`src/rtl/rvv_backend_retire_wb_if.sv`:
```
// Retire/writeback bundle: ROB retire handshake plus VRF/XRF/VCSR/trap
// outputs of the retire stage.
interface rvv_backend_retire_wb_if #(
    parameter int NUM_RT = 4,
    parameter int VLEN   = 128,
    parameter int VLENB  = VLEN / 8,
    parameter int XLEN   = 32
);
    logic [NUM_RT-1:0]       rd_valid_rob2rt;
    logic [NUM_RT-1:0]       rd_ready_rt2rob;
    logic [NUM_RT-1:0]       rt_w_valid;
    logic [NUM_RT-1:0]       rt_w_type;
    logic [NUM_RT*5-1:0]     rt_w_index;
    logic [NUM_RT*VLEN-1:0]  rt_w_data;
    logic [NUM_RT*VLENB-1:0] rt_vd_strobe;
    logic [NUM_RT*VLENB-1:0] rt_vsaturate;
    logic [NUM_RT-1:0]       rt_trap_flag;

    logic [NUM_RT-1:0]       rt2vrf_wr_valid;
    logic [NUM_RT*5-1:0]     rt2vrf_wr_index;
    logic [NUM_RT*VLEN-1:0]  rt2vrf_wr_data;
    logic [NUM_RT*VLENB-1:0] rt2vrf_wr_strobe;

    logic                    rt2xrf_valid;
    logic [4:0]              rt2xrf_index;
    logic [XLEN-1:0]         rt2xrf_data;
    logic                    xrf_ready_xrf2rt;

    logic                    rt2vcsr_vxsat_valid;
    logic                    trap_done_rvv2rvs;

    modport master (
        output rd_valid_rob2rt, rt_w_valid, rt_w_type, rt_w_index,
        output rt_w_data, rt_vd_strobe, rt_vsaturate, rt_trap_flag,
        output xrf_ready_xrf2rt,
        input  rd_ready_rt2rob,
        input  rt2vrf_wr_valid, rt2vrf_wr_index, rt2vrf_wr_data,
        input  rt2vrf_wr_strobe,
        input  rt2xrf_valid, rt2xrf_index, rt2xrf_data,
        input  rt2vcsr_vxsat_valid, trap_done_rvv2rvs
    );

    modport slave (
        input  rd_valid_rob2rt, rt_w_valid, rt_w_type, rt_w_index,
        input  rt_w_data, rt_vd_strobe, rt_vsaturate, rt_trap_flag,
        input  xrf_ready_xrf2rt,
        output rd_ready_rt2rob,
        output rt2vrf_wr_valid, rt2vrf_wr_index, rt2vrf_wr_data,
        output rt2vrf_wr_strobe,
        output rt2xrf_valid, rt2xrf_index, rt2xrf_data,
        output rt2vcsr_vxsat_valid, trap_done_rvv2rvs
    );
endinterface

```
`src/rtl/rvv_backend_retire_wb.sv`:
```
// Vector retire/writeback stage: in-order lane accept, same-cycle byte
// overlap resolution, VRF/XRF/vxsat registration and trap drain.
module rvv_backend_retire_wb #(
    parameter int NUM_RT = 4,
    parameter int VLEN   = 128,
    parameter int VLENB  = VLEN / 8,
    parameter int XLEN   = 32
) (
    input logic                    clk,
    input logic                    rst,
    rvv_backend_retire_wb_if.slave bus
);

    typedef enum logic {IDLE, TRAP_DRAIN} state_e;

    state_e                  state_q, state_d;
    logic                    done_q, done_d;

    logic [NUM_RT-1:0]       vrf_vld_q, vrf_vld_d;
    logic [NUM_RT*5-1:0]     vrf_idx_q, vrf_idx_d;
    logic [NUM_RT*VLEN-1:0]  vrf_data_q, vrf_data_d;
    logic [NUM_RT*VLENB-1:0] vrf_stb_q, vrf_stb_d;

    logic                    xrf_vld_q, xrf_vld_d;
    logic [4:0]              xrf_idx_q, xrf_idx_d;
    logic [XLEN-1:0]         xrf_data_q, xrf_data_d;

    logic                    vxsat_q, vxsat_d;

    logic [NUM_RT-1:0]       acc;
    logic [NUM_RT-1:0]       vrf_we;
    logic [NUM_RT-1:0]       xrf_we;
    logic                    xrf_room;
    logic                    run;
    logic                    prev;
    logic                    trap_seen;
    logic                    xrf_seen;
    logic                    trap_acc;
    logic [VLENB-1:0]        mask;

    assign xrf_room = ~xrf_vld_q | bus.xrf_ready_xrf2rt;
    assign run      = ~rst & (state_q == IDLE);

    // Lane i only sees older lanes, so the accepted set is always a prefix.
    always_comb begin
        acc       = '0;
        prev      = 1'b1;
        trap_seen = 1'b0;
        xrf_seen  = 1'b0;
        for (int i = 0; i < NUM_RT; i++) begin
            acc[i] = bus.rd_valid_rob2rt[i] & prev & run & ~trap_seen &
                     (~(bus.rt_w_valid[i] & bus.rt_w_type[i]) |
                      (~xrf_seen & xrf_room));
            prev      = acc[i];
            trap_seen = trap_seen | (acc[i] & bus.rt_trap_flag[i]);
            xrf_seen  = xrf_seen |
                        (acc[i] & bus.rt_w_valid[i] & bus.rt_w_type[i]);
        end
    end

    always_comb begin
        vrf_we   = '0;
        xrf_we   = '0;
        trap_acc = 1'b0;
        vxsat_d  = 1'b0;
        for (int i = 0; i < NUM_RT; i++) begin
            vrf_we[i] = acc[i] & bus.rt_w_valid[i] & ~bus.rt_w_type[i] &
                        ~bus.rt_trap_flag[i];
            xrf_we[i] = acc[i] & bus.rt_w_valid[i] & bus.rt_w_type[i] &
                        ~bus.rt_trap_flag[i];
            trap_acc  = trap_acc | (acc[i] & bus.rt_trap_flag[i]);
            if (acc[i] && bus.rt_w_valid[i] && !bus.rt_trap_flag[i] &&
                |(bus.rt_vsaturate[i*VLENB +: VLENB] &
                  bus.rt_vd_strobe[i*VLENB +: VLENB]))
                vxsat_d = 1'b1;
        end
    end

    // Younger lanes to the same register claim their bytes from older ones.
    always_comb begin
        vrf_vld_d  = vrf_we;
        vrf_idx_d  = bus.rt_w_index;
        vrf_data_d = bus.rt_w_data;
        vrf_stb_d  = '0;
        mask       = '0;
        for (int i = 0; i < NUM_RT; i++) begin
            mask = '0;
            for (int j = 0; j < NUM_RT; j++) begin
                if (j > i && vrf_we[j] &&
                    bus.rt_w_index[j*5 +: 5] == bus.rt_w_index[i*5 +: 5])
                    mask = mask | bus.rt_vd_strobe[j*VLENB +: VLENB];
            end
            vrf_stb_d[i*VLENB +: VLENB] =
                bus.rt_vd_strobe[i*VLENB +: VLENB] & ~mask;
        end
    end

    always_comb begin
        xrf_vld_d  = xrf_vld_q;
        xrf_idx_d  = xrf_idx_q;
        xrf_data_d = xrf_data_q;
        if (xrf_vld_q && bus.xrf_ready_xrf2rt)
            xrf_vld_d = 1'b0;
        for (int i = 0; i < NUM_RT; i++) begin
            if (xrf_we[i]) begin
                xrf_vld_d  = 1'b1;
                xrf_idx_d  = bus.rt_w_index[i*5 +: 5];
                xrf_data_d = bus.rt_w_data[i*VLEN +: XLEN];
            end
        end
    end

    always_comb begin
        state_d = state_q;
        done_d  = 1'b0;
        unique case (state_q)
            IDLE: begin
                if (trap_acc)
                    state_d = TRAP_DRAIN;
            end
            TRAP_DRAIN: begin
                if (xrf_room) begin
                    state_d = IDLE;
                    done_d  = 1'b1;
                end
            end
            default: state_d = IDLE;
        endcase
    end

    always_ff @(posedge clk) begin
        if (rst) begin
            state_q    <= IDLE;
            done_q     <= 1'b0;
            vrf_vld_q  <= '0;
            vrf_idx_q  <= '0;
            vrf_data_q <= '0;
            vrf_stb_q  <= '0;
            xrf_vld_q  <= 1'b0;
            xrf_idx_q  <= '0;
            xrf_data_q <= '0;
            vxsat_q    <= 1'b0;
        end else begin
            state_q    <= state_d;
            done_q     <= done_d;
            vrf_vld_q  <= vrf_vld_d;
            vrf_idx_q  <= vrf_idx_d;
            vrf_data_q <= vrf_data_d;
            vrf_stb_q  <= vrf_stb_d;
            xrf_vld_q  <= xrf_vld_d;
            xrf_idx_q  <= xrf_idx_d;
            xrf_data_q <= xrf_data_d;
            vxsat_q    <= vxsat_d;
        end
    end

    assign bus.rd_ready_rt2rob     = acc;
    assign bus.rt2vrf_wr_valid     = vrf_vld_q;
    assign bus.rt2vrf_wr_index     = vrf_idx_q;
    assign bus.rt2vrf_wr_data      = vrf_data_q;
    assign bus.rt2vrf_wr_strobe    = vrf_stb_q;
    assign bus.rt2xrf_valid        = xrf_vld_q;
    assign bus.rt2xrf_index        = xrf_idx_q;
    assign bus.rt2xrf_data         = xrf_data_q;
    assign bus.rt2vcsr_vxsat_valid = vxsat_q;
    assign bus.trap_done_rvv2rvs   = done_q;

    a_ready_prefix: assert property (@(posedge clk) disable iff (rst)
        ((acc >> 1) & ~acc) == '0);

    a_xrf_stable: assert property (@(posedge clk) disable iff (rst)
        (xrf_vld_q && !bus.xrf_ready_xrf2rt) |=>
        ($stable(xrf_data_q) && $stable(xrf_idx_q)));

endmodule

```
`src/flat_wrapper.sv`:
```
// flat-port wrapper written by rule: the top's interface ports become plain ports
module rvv_backend_retire_wb_flat 
#(
    parameter int NUM_RT = 4,
    parameter int VLEN   = 128,
    parameter int VLENB  = VLEN / 8,
    parameter int XLEN   = 32
)
  (clk, rst, bus_rd_valid_rob2rt, bus_rt_w_valid, bus_rt_w_type, bus_rt_w_index, bus_rt_w_data, bus_rt_vd_strobe, bus_rt_vsaturate, bus_rt_trap_flag, bus_xrf_ready_xrf2rt, bus_rd_ready_rt2rob, bus_rt2vrf_wr_valid, bus_rt2vrf_wr_index, bus_rt2vrf_wr_data, bus_rt2vrf_wr_strobe, bus_rt2xrf_valid, bus_rt2xrf_index, bus_rt2xrf_data, bus_rt2vcsr_vxsat_valid, bus_trap_done_rvv2rvs);
  rvv_backend_retire_wb_if #(.NUM_RT(NUM_RT), .VLEN(VLEN), .VLENB(VLENB), .XLEN(XLEN)) bus_i ();
  input logic clk;
  input logic rst;
  input wire logic [$bits(bus_i.rd_valid_rob2rt)-1:0] bus_rd_valid_rob2rt;
  input wire logic [$bits(bus_i.rt_w_valid)-1:0] bus_rt_w_valid;
  input wire logic [$bits(bus_i.rt_w_type)-1:0] bus_rt_w_type;
  input wire logic [$bits(bus_i.rt_w_index)-1:0] bus_rt_w_index;
  input wire logic [$bits(bus_i.rt_w_data)-1:0] bus_rt_w_data;
  input wire logic [$bits(bus_i.rt_vd_strobe)-1:0] bus_rt_vd_strobe;
  input wire logic [$bits(bus_i.rt_vsaturate)-1:0] bus_rt_vsaturate;
  input wire logic [$bits(bus_i.rt_trap_flag)-1:0] bus_rt_trap_flag;
  input wire logic [$bits(bus_i.xrf_ready_xrf2rt)-1:0] bus_xrf_ready_xrf2rt;
  output wire logic [$bits(bus_i.rd_ready_rt2rob)-1:0] bus_rd_ready_rt2rob;
  output wire logic [$bits(bus_i.rt2vrf_wr_valid)-1:0] bus_rt2vrf_wr_valid;
  output wire logic [$bits(bus_i.rt2vrf_wr_index)-1:0] bus_rt2vrf_wr_index;
  output wire logic [$bits(bus_i.rt2vrf_wr_data)-1:0] bus_rt2vrf_wr_data;
  output wire logic [$bits(bus_i.rt2vrf_wr_strobe)-1:0] bus_rt2vrf_wr_strobe;
  output wire logic [$bits(bus_i.rt2xrf_valid)-1:0] bus_rt2xrf_valid;
  output wire logic [$bits(bus_i.rt2xrf_index)-1:0] bus_rt2xrf_index;
  output wire logic [$bits(bus_i.rt2xrf_data)-1:0] bus_rt2xrf_data;
  output wire logic [$bits(bus_i.rt2vcsr_vxsat_valid)-1:0] bus_rt2vcsr_vxsat_valid;
  output wire logic [$bits(bus_i.trap_done_rvv2rvs)-1:0] bus_trap_done_rvv2rvs;
  assign bus_i.rd_valid_rob2rt = bus_rd_valid_rob2rt;
  assign bus_i.rt_w_valid = bus_rt_w_valid;
  assign bus_i.rt_w_type = bus_rt_w_type;
  assign bus_i.rt_w_index = bus_rt_w_index;
  assign bus_i.rt_w_data = bus_rt_w_data;
  assign bus_i.rt_vd_strobe = bus_rt_vd_strobe;
  assign bus_i.rt_vsaturate = bus_rt_vsaturate;
  assign bus_i.rt_trap_flag = bus_rt_trap_flag;
  assign bus_i.xrf_ready_xrf2rt = bus_xrf_ready_xrf2rt;
  assign bus_rd_ready_rt2rob = bus_i.rd_ready_rt2rob;
  assign bus_rt2vrf_wr_valid = bus_i.rt2vrf_wr_valid;
  assign bus_rt2vrf_wr_index = bus_i.rt2vrf_wr_index;
  assign bus_rt2vrf_wr_data = bus_i.rt2vrf_wr_data;
  assign bus_rt2vrf_wr_strobe = bus_i.rt2vrf_wr_strobe;
  assign bus_rt2xrf_valid = bus_i.rt2xrf_valid;
  assign bus_rt2xrf_index = bus_i.rt2xrf_index;
  assign bus_rt2xrf_data = bus_i.rt2xrf_data;
  assign bus_rt2vcsr_vxsat_valid = bus_i.rt2vcsr_vxsat_valid;
  assign bus_trap_done_rvv2rvs = bus_i.trap_done_rvv2rvs;
  rvv_backend_retire_wb #(.NUM_RT(NUM_RT), .VLEN(VLEN), .VLENB(VLENB), .XLEN(XLEN)) u_core (.clk(clk), .rst(rst), .bus(bus_i));
endmodule
```
`config.mk`:
```
export PLATFORM = sky130hd
export DESIGN_NAME = rvv_backend_retire_wb_flat
export DESIGN_NICKNAME = d
export VERILOG_FILES = /design/src/rtl/rvv_backend_retire_wb_if.sv /design/src/rtl/rvv_backend_retire_wb.sv /design/src/flat_wrapper.sv
export SDC_FILE = /design/constraint.sdc
export NUM_CORES = 1
export LEC_CHECK = 0
export BUFFER_PORTS_ARGS = -buffer_cell sky130_fd_sc_hd__buf_4
export CAP_MARGIN = 20
export CORE_AREA = 2 2 515 517
export DETAILED_ROUTE_END_ITERATION = 10
export DIE_AREA = 0 0 517 519
export HOLD_SLACK_MARGIN = 0.1
export PLACE_DENSITY = 0.3
export SYNTH_ARGS = -nofsm -noshare
export SYNTH_HDL_FRONTEND = slang
export SYNTH_SLANG_ARGS = --single-unit
```
`constraint.sdc`:
```
create_clock -name clk -period 4.84 [get_ports clk]
set_clock_uncertainty 0.05 [all_clocks]
set_input_delay 0.242 -clock clk [delete_from_list [all_inputs] [get_ports clk]]
set_output_delay 0.242 -clock clk [all_outputs]
set_load 0.02 [all_outputs]
```
==> results.sh, run 1 <==
export IMPL_syn_area_per_cell_um2=11.3
export IMPL_multi_input_area_um2=6810
export IMPL_top_layer="met5"
export IMPL_fillCellCount=29600
export IMPL_status="finished with violations"
export IMPL_place_hpwl_um=150000
export IMPL_wl_met3_um=21400
export IMPL_die_w_um=517
export IMPL_synth_cell_types=53
export IMPL_cts_tree="yes"
export IMPL_period_share_pct=72.7
export IMPL_internal_power_w=0.0112
export IMPL_final_hold_viol_count=0
export IMPL_hold_path_depth=3
export IMPL_drv_cap=0
export IMPL_drive_above_1_share_pct=39.6
export IMPL_period_needed_ns=3.52
export IMPL_ys_flop_type="dfxtp_1"
export IMPL_routedWlPerCell_um=24.3
export IMPL_rsz0062_at_grt="false"
export IMPL_async_flop_share_pct=0
export IMPL_place_inst=6533
export IMPL_violations="antenna rules"
export IMPL_ys_ff_latch=641
export IMPL_drt_pass1_iter_count=5
export IMPL_combPwrFrac_pct=16.2
export IMPL_cpMaxStageDelayCell="nor4_4"
export IMPL_initial_core_util_pct=7.64
export IMPL_met1_length_um=74700
export IMPL_synth_area_mux_share_pct=1.84
export IMPL_grt_pass1_wl_um=228000
export IMPL_min_delay_start="bus_rt_w_data[73]"
export IMPL_antenna_found_initial=121
export IMPL_tightest_slew_ns=1.31
export IMPL_grt_max_degree=185
export IMPL_slew_headroom_pct=12.5
export IMPL_synth_xor_area_share_pct=1.31
export IMPL_rrSetupSlack_ns=1.39
export IMPL_final_core_util_pct=16.8
export IMPL_clock_root_buffer="clkbuf_16"
export IMPL_io_pins=1323
export IMPL_power_frac_clock_pct=47.3
export IMPL_worstRegToRegCells=7
export IMPL_place_area_um2=34200
export IMPL_synth_edf_count=0
export IMPL_timing_critical_path_buf_inv=3
export IMPL_synthAdderAreaFrac_pct=0.0559
export IMPL_grt_pass1_vias=23000
export IMPL_p_seq_share_pct=36.5
export IMPL_max_stage_delay_ns=0.86
export IMPL_drv_slew=0
export IMPL_die_y_um=519
export IMPL_routed_wl_um=180000
export IMPL_cts_hold_fix_buffers=664
export IMPL_via_per_inst=2.95
export IMPL_portBuffers=1322
export IMPL_ys_seq_area_share_pct=63.8
export IMPL_wl_met2_um=79400
export IMPL_drt_iter0_markers=1094
export IMPL_synth_area_um2=20100
export IMPL_drc=0
export IMPL_clock_latency_ns=0.70
export IMPL_worstSetupEndpointType="register"
export IMPL_h_tree_depth=3
export IMPL_setup_violations=0
export IMPL_syn_nets=2454
export IMPL_clockBufferDepth=3
export IMPL_vias=21900
export IMPL_path_cells="dlygate4sd3_1 > buf_8 > nor4b_4 > nand2_2 > or4_4 > nor4_4 > a221o_1 > dlygate4sd3_1 > a21oi_1"
export IMPL_vdd_ir_drop_max_mv=0.237
export IMPL_timing_hold_ws_ns=0.230
export IMPL_area_growth_pct=120
export IMPL_rows=189
export IMPL_cts_resized=0
export IMPL_nNetsFinal=4440
export IMPL_crit_fanout=77
export IMPL_p_sw_w=0.00433
export IMPL_leakagePower_nw=18.6
export IMPL_synthCells=1775
export IMPL_clock_fmax_ghz=0.284
export IMPL_critical_path_required_ns=5.34
export IMPL_synth_top_family_by_area="simple AND/OR/NAND/NOR gates"
export IMPL_crit_family="simple AND/OR/NAND/NOR gates"
export IMPL_swShare_pct=28.0
export IMPL_r2r_start="u_core.bus.rt2xrf_valid$_SDFFE_PP0P_"
export IMPL_hold_path_class="in2reg"
export IMPL_cts_sinks=641
export IMPL_cpMostUsedCell="dlygate4sd3_1"
export IMPL_final_cell_area_um2=44200
export IMPL_cts_setup_buffers=0
export IMPL_track_usage_pct=12.8
export IMPL_reg2reg_to="u_core.bus.rt2vrf_wr_strobe[9]$_SDFF_PP0_"
export IMPL_startpoint_type="primary input"
export IMPL_crit_type="in2reg"
export IMPL_die_area_um2=268000
export IMPL_seq_area_um2=12800
export IMPL_globalRouteOverflowTotal=0
export IMPL_setup_tns_ns=0
export IMPL_synth_simple_gate_area_share_pct=22.9
export IMPL_synth_compound_area_share_pct=7.62
export IMPL_clk_pin_slew_worst_paths_ns=0.06
export IMPL_cts_buffers=93
export IMPL_antenna_left=1
export IMPL_place_gp_congestion=0.916
export IMPL_power_density_nw_per_um2=350
export IMPL_coreArea_um2=263000
export IMPL_layout_cells_non_filler=7421
export IMPL_synth_warnings=0
export IMPL_critPathArrivalTime_ns=4.02
export IMPL_min_to="u_core.bus.rt2vrf_wr_data[73]$_SDFF_PP0_"
-- registers in the layout, summed over array words and instances (netlist names) --
name,count
u_core.bus.rt2xrf_index,5
u_core.bus.rt2xrf_valid,1
u_core.bus.rt2xrf_data,32
u_core.bus.trap_done_rvv2rvs,1
u_core.bus.rt2vrf_wr_data,512
u_core.bus.rt2vrf_wr_strobe,64
u_core.state_q,1
u_core.bus.rt2vrf_wr_valid,4
u_core.bus.rt2vrf_wr_index,20
u_core.bus.rt2vcsr_vxsat_valid,1
-- metal layers --
metal | vias to the layer above | global-route usage [%]
li1 | 9926 | -
met1 | 10400 | 15.7
met2 | 1257 | 20.3
met3 | 266 | 5.85
met4 | 64 | 3.14
met5 | - | 0
-- worst max-delay path by stage --
stage	start	endpoint	slack, ns	cells past startpoint
final	rst	u_core.bus.rt2vrf_wr_strobe[9]$_SDFF_PP0_	1.32	9
after global routing	bus_rt_vd_strobe[21]	u_core.bus.rt2vcsr_vxsat_valid$_SDFF_PP0_	1.23	10
after CTS	u_core.bus.rt2xrf_valid$_SDFFE_PP0P_	u_core.bus.rt2vrf_wr_strobe[41]$_SDFF_PP0_	1.37	7
after detailed placement	rst	u_core.bus.rt2vrf_wr_strobe[41]$_SDFF_PP0_	1.70	7
after global placement	rst	u_core.bus.rt2vrf_wr_strobe[12]$_SDFF_PP0_	1.74	7
after floorplan	u_core.bus.rt2xrf_valid$_SDFFE_PP0P_	u_core.bus.rt2vrf_wr_strobe[10]$_SDFF_PP0_	2.43	7
-- tightest hold or removal path: stages --
cell and delay [ns]:
dlygate4sd3_1 0.52, buf_4 0.09, nor2b_1 0.10
-- power groups by stage --
stage | sequential [W] | combinational (W) | clock, W
2_1_floorplan | 0.00608 | 0.000350 | 0
3_3_place_gp | 0.00577 | 0.00205 | 0
3_5_place_dp | 0.00577 | 0.00204 | 0
4_1_cts | 0.00566 | 0.00256 | 0.00763
5_1_grt | 0.00568 | 0.00265 | 0.00778
6_report | 0.00565 | 0.00251 | 0.00732
-- stage by stage --
stage | setup slack [ns] | total power [W]
after floorplan | 2.43 | 0.00643
after global placement | 1.74 | 0.00782
after detailed placement | 1.70 | 0.00781
after CTS | 1.37 | 0.0158
after global routing | 1.23 | 0.0161
final | 1.32 | 0.0155
-- area by class of cell --
class | instances | area share, %
flip-flops and latches | 641 | 29.0
clock buffers | 126 | 5.98
repair buffers | 1999 | 37.9
diodes | 53 | 0.300
inverters | 18 | 0.153
multi-input cells | 1008 | 15.4
well taps | 3533 | 10.0
clock inverters | 43 | 1.30
-- logic make-up after synthesis --
family / Yosys count
buf+inv: 126
xor+xnor: 30
simple gates: 737
mux: 37
flops: 641
fa+ha+maj: 1
compound gates: 203
-- cells in the final DEF, fill, tap and decap left out, types with 16 or more instances in the layout --
| master | count |
|---|---|
| buf_4 | 1327 |
| dlygate4sd3_1 | 664 |
| dfxtp_1 | 641 |
| nor2b_1 | 566 |
| clkbuf_16 | 95 |
| diode_2 | 53 |
| nand4_1 | 43 |
| nand2_1 | 42 |
| a21oi_1 | 40 |
| a31oi_1 | 38 |
| mux2i_1 | 37 |
| a2bb2oi_1 | 36 |
| nand2b_1 | 34 |
| inv_1 | 18 |
| xnor2_1 | 17 |
| clkinv_2 | 17 |
| a211o_1 | 16 |
| a221o_1 | 16 |
| clkbuf_1 | 16 |
-- cells in the mapped netlist (all sizes together), types with 2 or more instances --
master / number / area, um^2
a211o: 16 / 140
a21oi: 50 / 288
a221o: 16 / 160
a221oi: 13 / 114
a22o: 13 / 114
a22oi: 6 / 45.0
a2bb2oi: 36 / 315
a31oi: 38 / 238
a41oi: 2 / 17.5
and2: 3 / 18.8
and4: 2 / 17.5
buf: 20 / 119
clkbuf: 88 / 330
dfxtp: 641 / 12800
inv: 18 / 67.6
mux2i: 37 / 370
nand2: 45 / 174
nand2b: 34 / 213
nand3: 13 / 70.1
nand4: 43 / 269
nor2: 9 / 33.8
nor2b: 566 / 3540
nor3: 6 / 30.0
nor4: 6 / 113
nor4b: 3 / 56.3
o21ai: 4 / 20.0
o2bb2ai: 2 / 17.5
xnor2: 17 / 149
xor2: 13 / 114
(Power assumes the default switching activity.)
==> run 2, diff against run 1 <==
==> constraint.sdc (replaced) <==
create_clock -name clk -period 3.44 [get_ports clk]
set_clock_uncertainty 0.05 [all_clocks]
set_input_delay 0.172 -clock clk [delete_from_list [all_inputs] [get_ports clk]]
set_output_delay 0.172 -clock clk [all_outputs]
set_load 0.02 [all_outputs]
==> run 2 against run 1 <==
Effect of this change:
- the run now ends clean
- first-iteration DRC count rose by 1.9%
- utilization up 0.54 points
- wire length increased by 0.98%
- sequential share of layout area down 0.91 points
- worst setup slack worse by 1.2 ns
- critical endpoint is now u_core.bus.rt2vrf_wr_strobe[24]$_SDFF_PP0_
==> results.sh, run 2 (same netlist as run 1, synthesis figures left out) <==
export IMPL_cts_sinks=641
export IMPL_timing_critical_path_buf_inv=3
export IMPL_io_pins=1323
export IMPL_vdd_ir_drop_max_mv=0.388
export IMPL_crit_fanout=16
export IMPL_coreArea_um2=263000
export IMPL_die_area_um2=268000
export IMPL_cts_tree="yes"
export IMPL_drive_above_1_share_pct=38.1
export IMPL_drc=0
export IMPL_nNetsFinal=4593
export IMPL_antenna_left=0
export IMPL_crit_type="reg2reg"
export IMPL_crit_family="buffers and inverters"
export IMPL_globalRouteOverflowTotal=0
export IMPL_cts_buffers=90
export IMPL_path_cells="nor2_2 > nand4_1 > dlygate4sd3_1 > o21ai_1 > nand3_2 > nor4_4 > buf_4 > a21oi_2 > dlygate4sd3_1"
export IMPL_period_share_pct=95.9
export IMPL_report_power_total_w=0.0215
export IMPL_hold_path_class="in2reg"
export IMPL_clk_pin_slew_worst_paths_ns=0.06
export IMPL_leakagePower_nw=19.3
export IMPL_h_tree_depth=3
export IMPL_startpoint_type="register"
export IMPL_final_hold_viol_count=0
export IMPL_setup_violations=0
export IMPL_drt_pass1_iter_count=5
export IMPL_mostFrequentLayoutCells="1330 x buf_4, 813 x dlygate4sd3_1, 641 x dfxtp_1"
export IMPL_grt_max_degree=178
export IMPL_drv_slew=0
export IMPL_initial_core_util_pct=7.64
export IMPL_p_seq_share_pct=37.0
export IMPL_area_growth_pct=127
export IMPL_portBuffers=1322
export IMPL_combPwrFrac_pct=17.0
export IMPL_tightest_slew_ns=1.03
export IMPL_clockBufferDepth=3
export IMPL_period_needed_ns=3.30
export IMPL_clock_root_buffer="clkbuf_16"
export IMPL_antenna_found_initial=150
export IMPL_die_y_um=519
export IMPL_power_density_nw_per_um2=471
export IMPL_track_usage_pct=13.0
export IMPL_critical_path_required_ns=3.98
export IMPL_internal_power_w=0.0155
export IMPL_grt_pass1_wl_um=232000
export IMPL_largest_register_ffs=512
export IMPL_max_stage_delay_ns=0.59
export IMPL_drv_cap=0
export IMPL_critPathArrivalTime_ns=3.83
export IMPL_rows=189
export IMPL_die_w_um=517
export IMPL_rrSetupSlack_ns=0.14
export IMPL_slew_headroom_pct=31.3
export IMPL_cpMostUsedCell="dlygate4sd3_1"
export IMPL_grt_pass1_vias=23900
export IMPL_cpMaxStageDelayCell="dlygate4sd3_1"
export IMPL_power_frac_clock_pct=46.0
export IMPL_via_per_inst=3.00
export IMPL_layout_commonest_cell="buf_4"
export IMPL_rsz0062_at_grt="false"
export IMPL_worstSetupEndpointType="register"
export IMPL_clock_latency_ns=0.68
export IMPL_place_hpwl_um=152000
export IMPL_place_gp_congestion=0.884
export IMPL_clock_fmax_ghz=0.303
export IMPL_status="finished, final reports clean"
export IMPL_routed_wl_um=182000
export IMPL_vias=22700
export IMPL_p_sw_w=0.00603
export IMPL_drt_iter0_markers=1115
export IMPL_routedWlPerCell_um=24.1
export IMPL_setup_tns_ns=0
export IMPL_swShare_pct=28.0
## run 2: cell type report
cell class	count	area, um^2
Inverter	18	67.6
Fill cell	29600	218000
Timing Repair Buffer	2155	18300
Clock inverter	37	439
Multi-Input combinational cell	1008	6810
Antenna cell	46	115
Sequential cell	641	12800
Clock buffer	129	2620
Tap cell	3533	4420
## run 2: power groups by stage
stage	sequential (W)	clock (W)	combinational [W]
floorplan	0.00856	0	0.000493
global placement	0.00812	0	0.00287
detailed placement	0.00811	0	0.00286
CTS	0.00796	0.0104	0.00373
global route	0.00799	0.0105	0.00387
finish	0.00796	0.00989	0.00366
## run 2: final timing paths
check,from,end,depth (start not counted)
hold / removal,bus_rt_w_data[198],u_core.bus.rt2vrf_wr_data[198]$_SDFF_PP0_,3
setup / recovery,u_core.state_q$_SDFF_PP0_,u_core.bus.rt2vrf_wr_strobe[24]$_SDFF_PP0_,9
hold reg to reg,u_core.bus.rt2xrf_data[4]$_SDFFE_PP0P_,u_core.bus.rt2xrf_data[4]$_SDFFE_PP0P_,2
setup reg to reg,u_core.state_q$_SDFF_PP0_,u_core.bus.rt2vrf_wr_strobe[24]$_SDFF_PP0_,9
## run 2: routing by layer
| metal | part of all wire [%] | global-route usage, % | routed length (um) | vias to the layer above |
|---|---|---|---|---|
| li1 | - | - | - | 10200 |
| met1 | 42 | 16.1 | 77100 | 10800 |
| met2 | 43 | 20.2 | 78500 | 1316 |
| met3 | 11 | 5.62 | 19900 | 288 |
| met4 | 3.4 | 4.07 | 6120 | 68 |
| met5 | 0.24 | 0 | 438 | - |
## run 2: through the flow
step	setup slack (ns)	instances	cell area (um^2)	utilization (%)	hold WS, ns
2_1_floorplan	1.03	1775	20100	-	0.194
3_3_place_gp	0.726	6542	34300	13.0	0.321
3_5_place_dp	0.663	6542	34300	13.0	0.325
4_1_cts	0.0608	7521	45500	17.3	0.100
5_1_grt	0.00885	7541	45600	17.3	0.141
6_report	0.143	7567	45700	17.3	0.189
## run 2: tightest hold or removal path, stage by stage
cell and delay, ns:
dlygate4sd3_1 0.53, buf_4 0.10, nor2b_1 0.10
## run 2: timing repair
item,4_1_cts,5_1_grt
hold buffers,813,0
endpoints found under the hold margin,641,0
endpoints found under the setup margin,0,9
resized for setup,0,2
buffers inserted,0,0
==> run 3, diff against run 2 <==
--- a/config.mk
+++ b/config.mk
@@ -7,9 +7,9 @@
 export LEC_CHECK = 0
 export BUFFER_PORTS_ARGS = -buffer_cell sky130_fd_sc_hd__buf_4
 export CAP_MARGIN = 20
-export CORE_AREA = 2 2 515 517
+export CORE_AREA = 2 2 519 521
 export DETAILED_ROUTE_END_ITERATION = 10
-export DIE_AREA = 0 0 517 519
+export DIE_AREA = 0 0 521 523
 export HOLD_SLACK_MARGIN = 0.1
 export PLACE_DENSITY = 0.3
 export SYNTH_ARGS = -nofsm -noshare
==> run 3 against run 2 <==
Effect of this change:
- utilization grew 0.67 points
- register-to-register slack gained 0.03 ns
- non-clock buffer count grew 238
- first-iteration DRC count shrank 23%
- wire length grew 1.1%
- maximum frequency grew 0.93%
- power grew 1.4%
- via count grew 3.0%
- flip-flop and latch count is the same
- critical path depth shrank 1
- clock power is essentially flat
- count of clock-buffer cells in the layout shrank 6
- largest power group unchanged
- highest routed layer unchanged
==> results.sh, run 3 (same netlist as run 1, synthesis figures left out) <==
export IMPL_setup_violations=0
export IMPL_place_gp_congestion=0.861
export IMPL_setup_tns_ns=0
export IMPL_rrSetupSlack_ns=0.17
export IMPL_coreArea_um2=267000
export IMPL_clock_latency_ns=0.78
export IMPL_grt_busiest_layer="met2"
export IMPL_critical_path_required_ns=4.10
export IMPL_grt_pass1_vias=24900
export IMPL_clock_fmax_ghz=0.306
export IMPL_clock_root_buffer="clkbuf_16"
export IMPL_cts_buffers=93
export IMPL_largest_register_ffs=512
export IMPL_final_core_util_pct=18.0
export IMPL_place_hpwl_um=149000
export IMPL_tightest_slew_ns=1.01
export IMPL_setup_ws_ns=0.173
export IMPL_met1_usage_pct=15.5
export IMPL_drv_slew=0
export IMPL_die_w_um=521
export IMPL_met3_usage_pct=6.11
export IMPL_routed_wl_um=184000
export IMPL_period_share_pct=95.0
export IMPL_nNetsFinal=4835
export IMPL_globalRouteOverflowTotal=0
export IMPL_hold_path_class="in2reg"
export IMPL_met2_usage_pct=19.8
export IMPL_antenna_found_initial=120
export IMPL_slew_headroom_pct=32.9
export IMPL_grt_pass1_wl_um=233000
export IMPL_clk_pin_slew_worst_paths_ns=0.06
export IMPL_cts_sinks=641
export IMPL_vias=23400
export IMPL_fillCellCount=29700
export IMPL_h_tree_depth=3
export IMPL_reg2reg_to="u_core.bus.rt2vcsr_vxsat_valid$_SDFF_PP0_"
export IMPL_critPathArrivalTime_ns=3.93
export IMPL_drt_pass1_iter_count=5
export IMPL_mostFrequentLayoutCells="1334 x buf_4, 1048 x dlygate4sd3_1, 641 x dfxtp_1"
export IMPL_status="finished, final reports clean"
export IMPL_via_per_inst=2.99
export IMPL_worstRegToRegCells=8
export IMPL_min_to="u_core.bus.rt2vrf_wr_data[250]$_SDFF_PP0_"
export IMPL_min_delay_start="bus_rt_w_data[250]"
export IMPL_layout_cells_non_filler=7819
export IMPL_track_usage_pct=12.8
export IMPL_rows=190
export IMPL_rsz0062_at_grt="false"
export IMPL_portBuffers=1322
export IMPL_timing_hold_ws_ns=0.176
export IMPL_grt_max_degree=151
export IMPL_area_growth_pct=139
export IMPL_power_density_nw_per_um2=454
export IMPL_worstSetupEndpointType="register"
export IMPL_r2r_start="u_core.state_q$_SDFF_PP0_"
export IMPL_cts_tree="yes"
export IMPL_antenna_left=0
export IMPL_die_y_um=523
export IMPL_layout_commonest_cell="buf_4"
export IMPL_place_inst=6560
export IMPL_drc=0
export IMPL_leakagePower_nw=20.3
export IMPL_final_hold_viol_count=0
export IMPL_startpoint_type="register"
export IMPL_crit_type="reg2reg"
export IMPL_die_area_um2=272000
export IMPL_vdd_ir_drop_max_mv=0.328
export IMPL_crit_fanout=5
export IMPL_drt_iter0_markers=864
export IMPL_place_ws_ns=0.583
export IMPL_initial_core_util_pct=7.54
export IMPL_drive_above_1_share_pct=36.0
export IMPL_hold_path_depth=3
export IMPL_routedWlPerCell_um=23.6
export IMPL_clockBufferDepth=4
export IMPL_io_pins=1323
export IMPL_drv_cap=0
export IMPL_period_needed_ns=3.27
## run 3: cell types whose count changed in the layout (fill, tap and decap cells not counted), sizes merged
cell	before	now
and4	2	3
buf	1342	1344
bufinv	7	10
clkbuf	129	124
clkinv	19	17
clkinvlp	6	4
dlygate4sd3	813	1048
inv	23	24
## run 3: area by class of cell
type / instances / area, um^2 / share of cell area [%]
clock buffers: 123 / 2550 / 5.31
well taps: 3552 / 4440 / 9.25
clock inverters: 37 / 483 / 1.01
multi-input cells: 1009 / 6840 / 14.2
repair buffers: 2393 / 20700 / 43.1
inverters: 18 / 67.6 / 0.141
diodes: 46 / 115 / 0.240
flip-flops and latches: 641 / 12800 / 26.7
## run 3: worst max path at each step
stage                                         startpoint                                    endpoint  slack [ns]  depth (start not counted)
floorplan           u_core.bus.rt2xrf_valid$_SDFFE_PP0P_  u_core.bus.rt2vrf_wr_strobe[15]$_SDFF_PP0_        1.03                          7
global placement                       bus_rt_w_valid[0]      u_core.bus.rt2xrf_data[6]$_SDFFE_PP0P_        0.63                          7
detailed placement                     bus_rt_w_valid[0]     u_core.bus.rt2xrf_data[15]$_SDFFE_PP0P_        0.58                          7
CTS                            u_core.state_q$_SDFF_PP0_     u_core.bus.rt2xrf_data[23]$_SDFFE_PP0P_        0.08                          8
global route                   u_core.state_q$_SDFF_PP0_   u_core.bus.rt2vcsr_vxsat_valid$_SDFF_PP0_        0.01                          8
finish                         u_core.state_q$_SDFF_PP0_   u_core.bus.rt2vcsr_vxsat_valid$_SDFF_PP0_        0.17                          8
## run 3: routing by layer
| layer | vias to the layer above | wire length (um) |
|---|---|---|
| met5 | - | 353 |
| met4 | 58 | 5400 |
| met3 | 261 | 20400 |
| met2 | 1258 | 80600 |
| met1 | 11100 | 77400 |
| li1 | 10700 | - |
## run 3: critical path: stages, from the launching register on
cell and delay [ns]:
dfxtp_1 0.39, nor2_1 0.24, nand4_1 0.12, dlygate4sd3_1 0.58, o21ai_2 0.28, dlygate4sd3_1 0.65
nand3_1 0.09, dlygate4sd3_1 0.62, o21ai_0 0.16
## run 3: timing repair
action	CTS	global route
hold endpoints to repair	641	0
setup buffers	0	4
hold buffers	1048	0
setup endpoints to repair	0	6
resized for setup	0	6
## run 3: power by group
group,leakage (nW),total (W),internal (W),switching (W)
Clock,1.48,0.0100,0.00594,0.00406
Sequential,5.33,0.00796,0.00781,0.000151
Combinational,13.5,0.00386,0.00200,0.00185
Total,20.3,0.0218,0.0158,0.00607
## run 3: metrics by stage
| step | total power, W | area (um^2) |
|---|---|---|
| after floorplan | 0.00905 | 20100 |
| final | 0.0218 | 48000 |
| after global routing | 0.0227 | 48000 |
| after detailed placement | 0.0110 | 34300 |
| after global placement | 0.0110 | 34300 |
| after CTS | 0.0223 | 47800 |
